**src/rtl/trap_monitor_pkg.sv**
```systemverilog
// trap_monitor_pkg: shared types and helpers for the trap monitor.
//   state_e     - monitor FSM states (RUN, DONE, TIMEOUT)
//   chan_w()    - channel-index width for a given channel count, never below 1
//   trap_rec_t  - record layout at the default geometry (W=32, NCH=2, TS_W=24),
//                 handy for decoding records outside the RTL
package trap_monitor_pkg;

  typedef enum logic [1:0] {
    ST_RUN     = 2'd0,
    ST_DONE    = 2'd1,
    ST_TIMEOUT = 2'd2
  } state_e;

  function automatic int chan_w(input int nch);
    return (nch > 1) ? $clog2(nch) : 1;
  endfunction

  localparam int DEF_W    = 32;
  localparam int DEF_NCH  = 2;
  localparam int DEF_TS_W = 24;
  localparam int DEF_CW   = chan_w(DEF_NCH);

  typedef struct packed {
    logic [DEF_W-1:0]    data;
    logic [DEF_CW-1:0]   chan;
    logic [DEF_TS_W-1:0] stamp;
  } trap_rec_t;

endpackage

```
**src/rtl/trap_monitor_fifo.sv**
```systemverilog
// trap_fifo: DEPTH x WIDTH record queue with a valid/ready drain side.
//   clk, rst_n      clock, async active-low reset
//   push_i          write push_data_i (ignored when full without a same-cycle pop)
//   push_data_i     record to enqueue
//   full_o          queue full
//   out_valid_o     head record present
//   out_ready_i     consumer takes the head this cycle
//   out_data_o      head record
module trap_fifo #(
  parameter int WIDTH = 8,
  parameter int DEPTH = 8
) (
  input  logic             clk,
  input  logic             rst_n,
  input  logic             push_i,
  input  logic [WIDTH-1:0] push_data_i,
  output logic             full_o,
  output logic             out_valid_o,
  input  logic             out_ready_i,
  output logic [WIDTH-1:0] out_data_o
);

  localparam int AW = $clog2(DEPTH);

  logic [WIDTH-1:0] mem_q [DEPTH];
  // One extra pointer bit tells full from empty when the addresses match.
  logic [AW:0]      wr_ptr_q, rd_ptr_q;
  logic             pop, wr_en;

  assign full_o      = (wr_ptr_q[AW] != rd_ptr_q[AW]) &&
                       (wr_ptr_q[AW-1:0] == rd_ptr_q[AW-1:0]);
  assign out_valid_o = (wr_ptr_q != rd_ptr_q);
  assign pop         = out_valid_o & out_ready_i;
  // A pop frees the slot the push lands in, so full + pop still accepts.
  assign wr_en       = push_i & (~full_o | pop);
  assign out_data_o  = mem_q[rd_ptr_q[AW-1:0]];

  // NOTE: sequential state uses non-blocking (<=) so every register samples pre-edge values.
  always_ff @(posedge clk or negedge rst_n) begin
    if (!rst_n) begin
      wr_ptr_q <= '0;
      rd_ptr_q <= '0;
    end else begin
      if (wr_en) wr_ptr_q <= wr_ptr_q + (AW+1)'(1);
      if (pop)   rd_ptr_q <= rd_ptr_q + (AW+1)'(1);
    end
  end

  // NOTE: storage is not reset; the pointers alone define which entries are live.
  always_ff @(posedge clk) begin
    if (wr_en) mem_q[wr_ptr_q[AW-1:0]] <= push_data_i;
  end

endmodule

```
**src/rtl/trap_monitor.sv**
```systemverilog
// trap_monitor: captures rising trap edges from NCH cores with their result
// word and a cycle stamp, queues them for a valid/ready drain port, and runs
// a cycle-budget watchdog plus a done flag.
//   clk, rst_n   clock, async active-low reset
//   trap         per-channel trap level
//   data         per-channel result word, channel c = data[c*W +: W]
//   out_valid/out_ready/out_data/out_chan/out_stamp   record drain port
//   overflow     sticky: a record was dropped on a full queue
//   timeout      sticky: watchdog expired before done
//   done         sticky: EXPECT records accepted
module trap_monitor
  import trap_monitor_pkg::*;
#(
  parameter int NCH     = 2,
  parameter int W       = 32,
  parameter int DEPTH   = 8,
  parameter int TS_W    = 24,
  parameter int MAX_CYC = 50000,
  parameter int EXPECT  = 1,
  localparam int CW     = chan_w(NCH)
) (
  input  logic             clk,
  input  logic             rst_n,
  input  logic [NCH-1:0]   trap,
  input  logic [NCH*W-1:0] data,
  output logic             out_valid,
  input  logic             out_ready,
  output logic [W-1:0]     out_data,
  output logic [CW-1:0]    out_chan,
  output logic [TS_W-1:0]  out_stamp,
  output logic             overflow,
  output logic             timeout,
  output logic             done
);

  localparam int              ACC_W   = $clog2(EXPECT + 1);
  localparam logic [ACC_W-1:0] ACC_TGT = ACC_W'(EXPECT);
  localparam logic [TS_W-1:0] WD_LAST = TS_W'(MAX_CYC - 1);
  localparam bit              WD_EN   = (MAX_CYC != 0);

  typedef struct packed {
    logic [W-1:0]    data;
    logic [CW-1:0]   chan;
    logic [TS_W-1:0] stamp;
  } rec_t;

  logic [NCH-1:0]   trap_q, pend_q, pend_d, rise, pend_any, cand_oh;
  logic [W-1:0]     hold_q [NCH];
  logic             cand_vld, push, drop, fifo_full, fifo_pop;
  logic [CW-1:0]    cand_idx;
  logic [W-1:0]     cand_data;
  logic             overflow_q;
  logic [ACC_W-1:0] acc_q, acc_d;
  logic [TS_W-1:0]  cnt_q, cnt_d;
  state_e           state_q, state_d;
  rec_t             push_rec, head_rec;

  assign rise = trap & ~trap_q;

  // Arbiter: lowest-index pending channel wins; a same-cycle rise bypasses hold.
  // NOTE: every always_comb output gets a default first so no path infers a latch.
  always_comb begin
    pend_any  = pend_q | rise;
    cand_vld  = 1'b0;
    cand_idx  = '0;
    cand_data = '0;
    cand_oh   = '0;
    for (int c = NCH - 1; c >= 0; c--) begin
      if (pend_any[c]) begin
        cand_vld  = 1'b1;
        cand_idx  = CW'(c);
        cand_data = rise[c] ? data[c*W +: W] : hold_q[c];
        cand_oh   = '0;
        cand_oh[c] = 1'b1;
      end
    end
    // Winner is cleared whether it was pushed or dropped.
    pend_d = pend_any & ~cand_oh;
  end

  assign fifo_pop = out_valid & out_ready;
  assign push     = cand_vld & (~fifo_full | fifo_pop);
  assign drop     = cand_vld & fifo_full & ~fifo_pop;
  assign acc_d    = (push && acc_q != ACC_TGT) ? acc_q + ACC_W'(1) : acc_q;

  // FSM next state and cycle counter; the counter only advances while staying in RUN.
  always_comb begin
    state_d = state_q;
    cnt_d   = cnt_q;
    case (state_q)
      ST_RUN: begin
        if (acc_d == ACC_TGT) begin
          state_d = ST_DONE;
        end else if (WD_EN && cnt_q == WD_LAST) begin
          state_d = ST_TIMEOUT;
        end else if (cnt_q != '1) begin
          cnt_d = cnt_q + TS_W'(1);
        end
      end
      default: ;
    endcase
  end

  always_ff @(posedge clk or negedge rst_n) begin
    if (!rst_n) begin
      trap_q     <= '0;
      pend_q     <= '0;
      overflow_q <= 1'b0;
      acc_q      <= '0;
      cnt_q      <= '0;
      state_q    <= ST_RUN;
      for (int c = 0; c < NCH; c++) hold_q[c] <= '0;
    end else begin
      trap_q     <= trap;
      pend_q     <= pend_d;
      overflow_q <= overflow_q | drop;
      acc_q      <= acc_d;
      cnt_q      <= cnt_d;
      state_q    <= state_d;
      for (int c = 0; c < NCH; c++) begin
        if (rise[c]) hold_q[c] <= data[c*W +: W];
      end
    end
  end

  assign push_rec = '{data: cand_data, chan: cand_idx, stamp: cnt_q};

  trap_fifo #(
    .WIDTH ($bits(rec_t)),
    .DEPTH (DEPTH)
  ) u_fifo (
    .clk         (clk),
    .rst_n       (rst_n),
    .push_i      (push),
    .push_data_i (push_rec),
    .full_o      (fifo_full),
    .out_valid_o (out_valid),
    .out_ready_i (out_ready),
    .out_data_o  (head_rec)
  );

  assign out_data  = head_rec.data;
  assign out_chan  = head_rec.chan;
  assign out_stamp = head_rec.stamp;
  assign overflow  = overflow_q;
  assign done      = (state_q == ST_DONE);
  assign timeout   = (state_q == ST_TIMEOUT);

endmodule

```
**config.mk**
```make
export PLATFORM = sky130hd
export DESIGN_NAME = trap_monitor
export DESIGN_NICKNAME = d
export VERILOG_FILES = /design/src/rtl/trap_monitor_pkg.sv /design/src/rtl/trap_monitor_fifo.sv /design/src/rtl/trap_monitor.sv
export SDC_FILE = /design/constraint.sdc
export NUM_CORES = 1
export LEC_CHECK = 0
export CAP_MARGIN = 20
export CORE_MARGIN = 4
export CORE_UTILIZATION = 61
export CTS_BUF_LIST = sky130_fd_sc_hd__clkbuf_4
export CTS_CLUSTER_DIAMETER = 100
export DETAILED_ROUTE_END_ITERATION = 12
export PLACE_DENSITY = 0.82
export SLEW_MARGIN = 20
export SYNTH_ARGS = -nofsm -noshare
export SYNTH_HDL_FRONTEND = slang
export SYNTH_SLANG_ARGS = --single-unit
```
**constraint.sdc**
```tcl
create_clock -name clk -period 6.88 [get_ports clk]
set_input_delay 1.376 -clock clk [delete_from_list [all_inputs] [get_ports clk]]
set_output_delay 1.376 -clock clk [all_outputs]
set_load 0.02 [all_outputs]
```
# Word level (Yosys, flattened, before mapping)
# Memories as Yosys holds them, arrays and structs flattened.
# Cells that the tools add are included.
# Widths: inputs -> output; s select.
# totals
regBits	104
ram_bits	456
inputBits	69
out_inout_bits	61
memories	1
# memory_table
name	depth	word_bits	rd	rd_ports_with_merged_regs	write_ports	line_no	rtl
u_fifo.mem_q	8	57	1	0	1	trap_monitor_fifo.sv:25	logic [WIDTH-1:0] mem_q [DEPTH];
# classes
addsub	4
n_eq_ne	7
n_mux	14
n_bitwise	17
n_reduce_logical	6
# ops
operator	n
$mux 32	4
$add 24x1->24 const B	1
$eq 24x16->1 const B	1
$ne 24x24->1 const B	1
$add 4x1->4 const B	2
$mux 2	4
$mux 1	6
$and 1x1->1	5
$not 1->1	5
$and 2x2->2	2
$ne 4x4->1	1
$not 2->2	2
$reduce_and 4->1	1
$eq 3x3->1	1
$eq 2x1->1 const B	1
$eq 2x2->1 const B	1
$logic_and 1x1->1	2
$logic_not 2->1	1
$or 1x1->1	2
$or 2x2->2	1
$reduce_and 2->1	1
$reduce_bool 2->1	1
$add 1x1->1 const B	1
$ne 1x1->1	1

# Depth between registers and ports, before layout
# logic_depth
depth_word	10
ltp_mapped	9
ltp_nobuf	7

# Cells and area by module
# Synthesis repeated with hierarchy kept, for this count alone.
# unflattened
cells_unflattened	959
hier_area_um2	20737.4
# modules_own_cells
mod	instances	cells_each	area_per_inst_um2
trap_fifo	1	716	17753.3
trap_monitor	1	243	2984.1

# Least setup slack after synthesis
# Ideal clock, no wire load.
# synth_path
path_kind	input -> register
from	input trap[1]
to	memory u_fifo.mem_q[4][0] in the netlist's numbering (enable)
setup_ps	554
t_arrival_ps	6523
required_ps	6326
path_slack_ps	-197
cell_stages	6
path_cell_list	nor2b_1 clkbuf_1 nor3_1 a21oi_1 nand2b_1 nor3b_1
# synth_via
elab_chain_len	8
# synth_rtl
item	line_no	rtl
from (decl)	trap_monitor.sv:24	input logic [NCH-1:0] trap,
$and 2x2->2	trap_monitor.sv:58	assign rise = trap & ~trap_q;
$or 2x2->2	trap_monitor.sv:63	pend_any = pend_q | rise;
$mux 1 (2 in a row)	trap_monitor.sv:69	if (pend_any[c]) begin
$and 1x1->1	trap_monitor.sv:82	assign push = cand_vld & (~fifo_full | fifo_pop);
$and 1x1->1	trap_monitor_fifo.sv:35	assign wr_en = push_i & (~full_o | pop);
$mux 1	trap_monitor_fifo.sv:51	if (wr_en) mem_q[wr_ptr_q[AW-1:0]] <= push_data_i;
$mux 1 (implied by the code)	trap_monitor_fifo.sv:51	
to (decl)	trap_monitor_fifo.sv:25	
# No other way between the ends.

# Worst setup path after layout
# layout_path
from	register u_fifo.rd_ptr_q[1]
to	output out_data[0]
# layout_via
elab_chain_len	1
# layout_rtl
item	line_no	rtl
from (decl)	trap_monitor_fifo.sv:27	logic [AW:0] wr_ptr_q, rd_ptr_q;
from (signal assigned)	trap_monitor_fifo.sv:45	if (pop) rd_ptr_q <= rd_ptr_q + (AW+1)'(1);
$mem_v2 8x57	-	
to (decl)	trap_monitor.sv:28	output logic [W-1:0] out_data,
# No other way between the ends.

==> results.toml <==
[floorplanning]
die_h_um = 191.1
num_rows = 66
die_w_um = 191.1
initial_core_util_pct = 62.40
num_io_pins = 130
die_area_um2 = 36530
core_um2 = 32780

[synthesis]
synth_cell_types = 37
syn-instance-count = 949
yosys.area_share.simple_pct = 2.477
synth_compound_area_share_pct = 1.633
yosysWarnings = 0
synth_fa_ha_area_share_pct = 0.1835
synth_seq_cells = 527
synth-seq-area-share_pct = 75.62
synth_xor_area_share_pct = 1.413
synth.area.mux_share_pct = 17.61
avgSynthCellArea_um2 = 21.56
synth_area_leaders = "edfxtp_1 (67%), mux4_2 (13%), dfrtp_1 (8.7%), mux2_2 (5.0%), a22o_1 (1.4%)"
synth_nets = 1021
syn_area_um2 = 20460
yosysTopAreaCell = "edfxtp_1"
synth_top_area_share_pct = 66.94
synth_top_family_by_area = "multiplexers"

[setup_path]
timing.rr.end = "u_fifo.mem_q[4][8]"
critPathCaptureType = "primary output"
critPathLaunchType = "flop"
path_class = "reg -> out"
required_ns = 5.50
cp.arrival_ns = 3.67
r2r_cells = 6
reg2reg_from = "u_fifo.rd_ptr_q[1]"
rrSetupSlack_ns = 2.80
cp_max_fo = 73

[clocking]
clkSinkCount = 527
cts_buffer_depth = 3
cts_tree = "done"
cts_root_buffer = "clkbuf_4"
cts-hold-fix-buffers = 0
cts_setup_buffers = 0
clk_pin_slew_ns = 0.06
clock_latency_ns = 0.79
htree_levels = 4
numCtsBuffers = 130
ctsResizeCount = 0

[sta]
fmax_mhz = 198.0
fin_crit_sh_pct = 73.40
hold_violations = 0
whs_ns = 0.4896
drv_slew = 0
worstMarginPinSlew_ns = 1.113
grt_setup_unrepaired = "false"
finalSetupTns_ns = 0
relSlewSlack_pct = 25.81
setup_violations = 0
fin_skew_ns = 0.03334
post-route-min-period_ns = 5.050

[layout]
finalNonFillerCells = 1729
nFillCells = 1819
syn2layout_area_growth_pct = 18.20
final_nets = 1262
drive_above_1_share_pct = 35.77
fin_util_pct = 73.76

[grt]
grt_pass1_vias = 11240
antenna_found_initial = 2
grt-ovfl-total = 0
grt_max_degree = 74
grt_pass1_wl_mm = 64.65
track_usage_pct = 23.61

[routing]
post_drt_wl_per_cell_um = 23.83
drc = 0
routed_via_density = 6.024
vias = 10420
drt-total-wl_mm = 41.20
firstDrtPassIters = 5
antenna_left = 0
first_iter_violations = 820

[pwr]
vdd_drop_max_mv = 0.3179
leakagePower_nw = 8.242
cellPowerDensity_nw_per_um2 = 419.4

[worst_hold_path]
hp-class = "reg -> reg"
min_from = "u_fifo.wr_ptr_q[3]"
min_path_cells = 1
hold_end = "u_fifo.wr_ptr_q[3]"

[run_status]
status = "finished clean"

[job]
cap_violations = 0

[placed_design]
dpl.hpwl_mm = 24.02
gp_congestion = 0.7660
port-buffer-count = 129
place_inst = 1500
## how the worst max path moves through the flow
stage	from	to	slack, ns	depth (start not counted)
after floorplan	trap[1]	u_fifo.mem_q[4][0]	-0.20	6
after global placement	trap[0]	u_fifo.mem_q[4][51]	1.95	8
after detailed placement	trap[0]	u_fifo.mem_q[2][11]	1.74	8
after CTS	u_fifo.rd_ptr_q[1]	out_stamp[8]	1.75	4
after global routing	u_fifo.rd_ptr_q[0]	out_data[10]	1.64	4
final	u_fifo.rd_ptr_q[1]	out_data[0]	1.83	4
## cells in the mapped netlist
cell type    n
a21oi_1      1
and2_1       1
nand4_1     16
nor3_1       6
mux2_2      90
nand2_1     14
nand2b_1     2
a22o_1      32
mux2_1       2
nor4_1       5
or4_1        2
inv_1        1
a21o_2       1
nor3_4       2
nor2_1      14
ha_1         3
xnor2_1     21
buf_2       11
xor2_1      12
o31ai_2      1
edfxtp_1   456
mux4_2     114
nor3b_1      4
and4_1       2
or4b_1       1
buf_1       13
buf_6        1
clkbuf_1    25
or2_2        1
o21bai_1     2
inv_2        1
a21o_1       1
o21ai_0      1
nand3_1      7
dfrtp_1     71
nor2b_1      4
and3_1       8
## where the power goes
group          internal [mW]  total, mW  switching (mW)  leakage (nW)
sequential              4.01       4.32           0.310          5.01
clock                   1.50       2.69            1.18          1.03
combinational           1.62       3.14            1.52          2.21
total                   7.13       10.1            3.01          8.24
## flip-flops by register name, summed over array words and instances (netlist names)
name,flops
u_fifo.mem_q,456
trap_q,2
u_fifo.rd_ptr_q,4
overflow,1
pend_q,1
cnt_q,24
u_fifo.wr_ptr_q,4
hold_q,32
state_q,2
acc_q,1
## logic make-up (layout without fill, tap and decap cells)
| group | after synthesis | in the layout |
|---|---|---|
| buffers and inverters | 52 | 389 |
| multiplexers | 206 | 206 |
| AO/OA/AOI/OAI | 39 | 39 |
| AND/OR/NAND/NOR | 89 | 89 |
| other | 0 | 1 |
| flip-flops | 527 | 527 |
| XOR/XNOR | 33 | 33 |
| adder cells (fa/ha/maj) | 3 | 3 |
## worst max-delay path, stage by stage, from the launching register on
cell,delay [ns]
dfrtp_4,1.15
buf_4,0.48
mux4_2,0.38
mux2_2,0.30
clkdlybuf4s50_1,0.54
## stage by stage
stage | area [um^2] | power, mW | worst slack [ns]
after floorplan | 20460 | 6.342 | -0.1966
after global placement | 22400 | 7.454 | 1.953
after detailed placement | 22430 | 7.542 | 1.744
after CTS | 24170 | 10.25 | 1.753
after global routing | 24180 | 10.65 | 1.636
final | 24180 | 10.14 | 1.830
## cell usage in the layout, fill, tap and decap left out, types with 3 or more instances in the layout
| cell type | count |
|---|---|
| clkinv_2 | 4 |
| bufinv_16 | 6 |
| inv_2 | 4 |
| clkinv_1 | 22 |
| dfrtp_1 | 68 |
| nand4_1 | 16 |
| edfxtp_1 | 456 |
| nor2_1 | 12 |
| a22o_1 | 32 |
| and3_1 | 8 |
| nor3b_2 | 3 |
| nor4_1 | 5 |
| clkbuf_4 | 192 |
| ha_1 | 3 |
| clkdlybuf4s50_1 | 128 |
| mux2_2 | 90 |
| nand3_1 | 7 |
| buf_4 | 28 |
| nand2_1 | 14 |
| xnor2_1 | 21 |
| nor3_1 | 4 |
| xor2_1 | 12 |
| mux4_2 | 114 |
## layer usage
metal | vias to the layer above | global-route usage [%] | part of all wire [%]
li1 | 4502 | - | -
met1 | 5435 | 32.08 | 40
met2 | 425 | 38.57 | 52
met3 | 51 | 6.300 | 6.9
met4 | 2 | 6.878 | 1.3
met5 | - | 0 | 0.022
## area by class of cell
| type | instances | area (um^2) | area share [%] |
|---|---|---|---|
| Antenna cell | 1 | 2.502 | 0.01035 |
| Clock buffer | 192 | 1441 | 5.961 |
| Clock inverter | 36 | 301.5 | 1.247 |
| Inverter | 2 | 7.507 | 0.03105 |
| Multi-Input combinational cell | 370 | 4837 | 20.00 |
| Sequential cell | 527 | 15480 | 64.01 |
| Tap cell | 442 | 553.0 | 2.287 |
| Timing Repair Buffer | 159 | 1559 | 6.447 |
(Power assumes the default switching activity.)
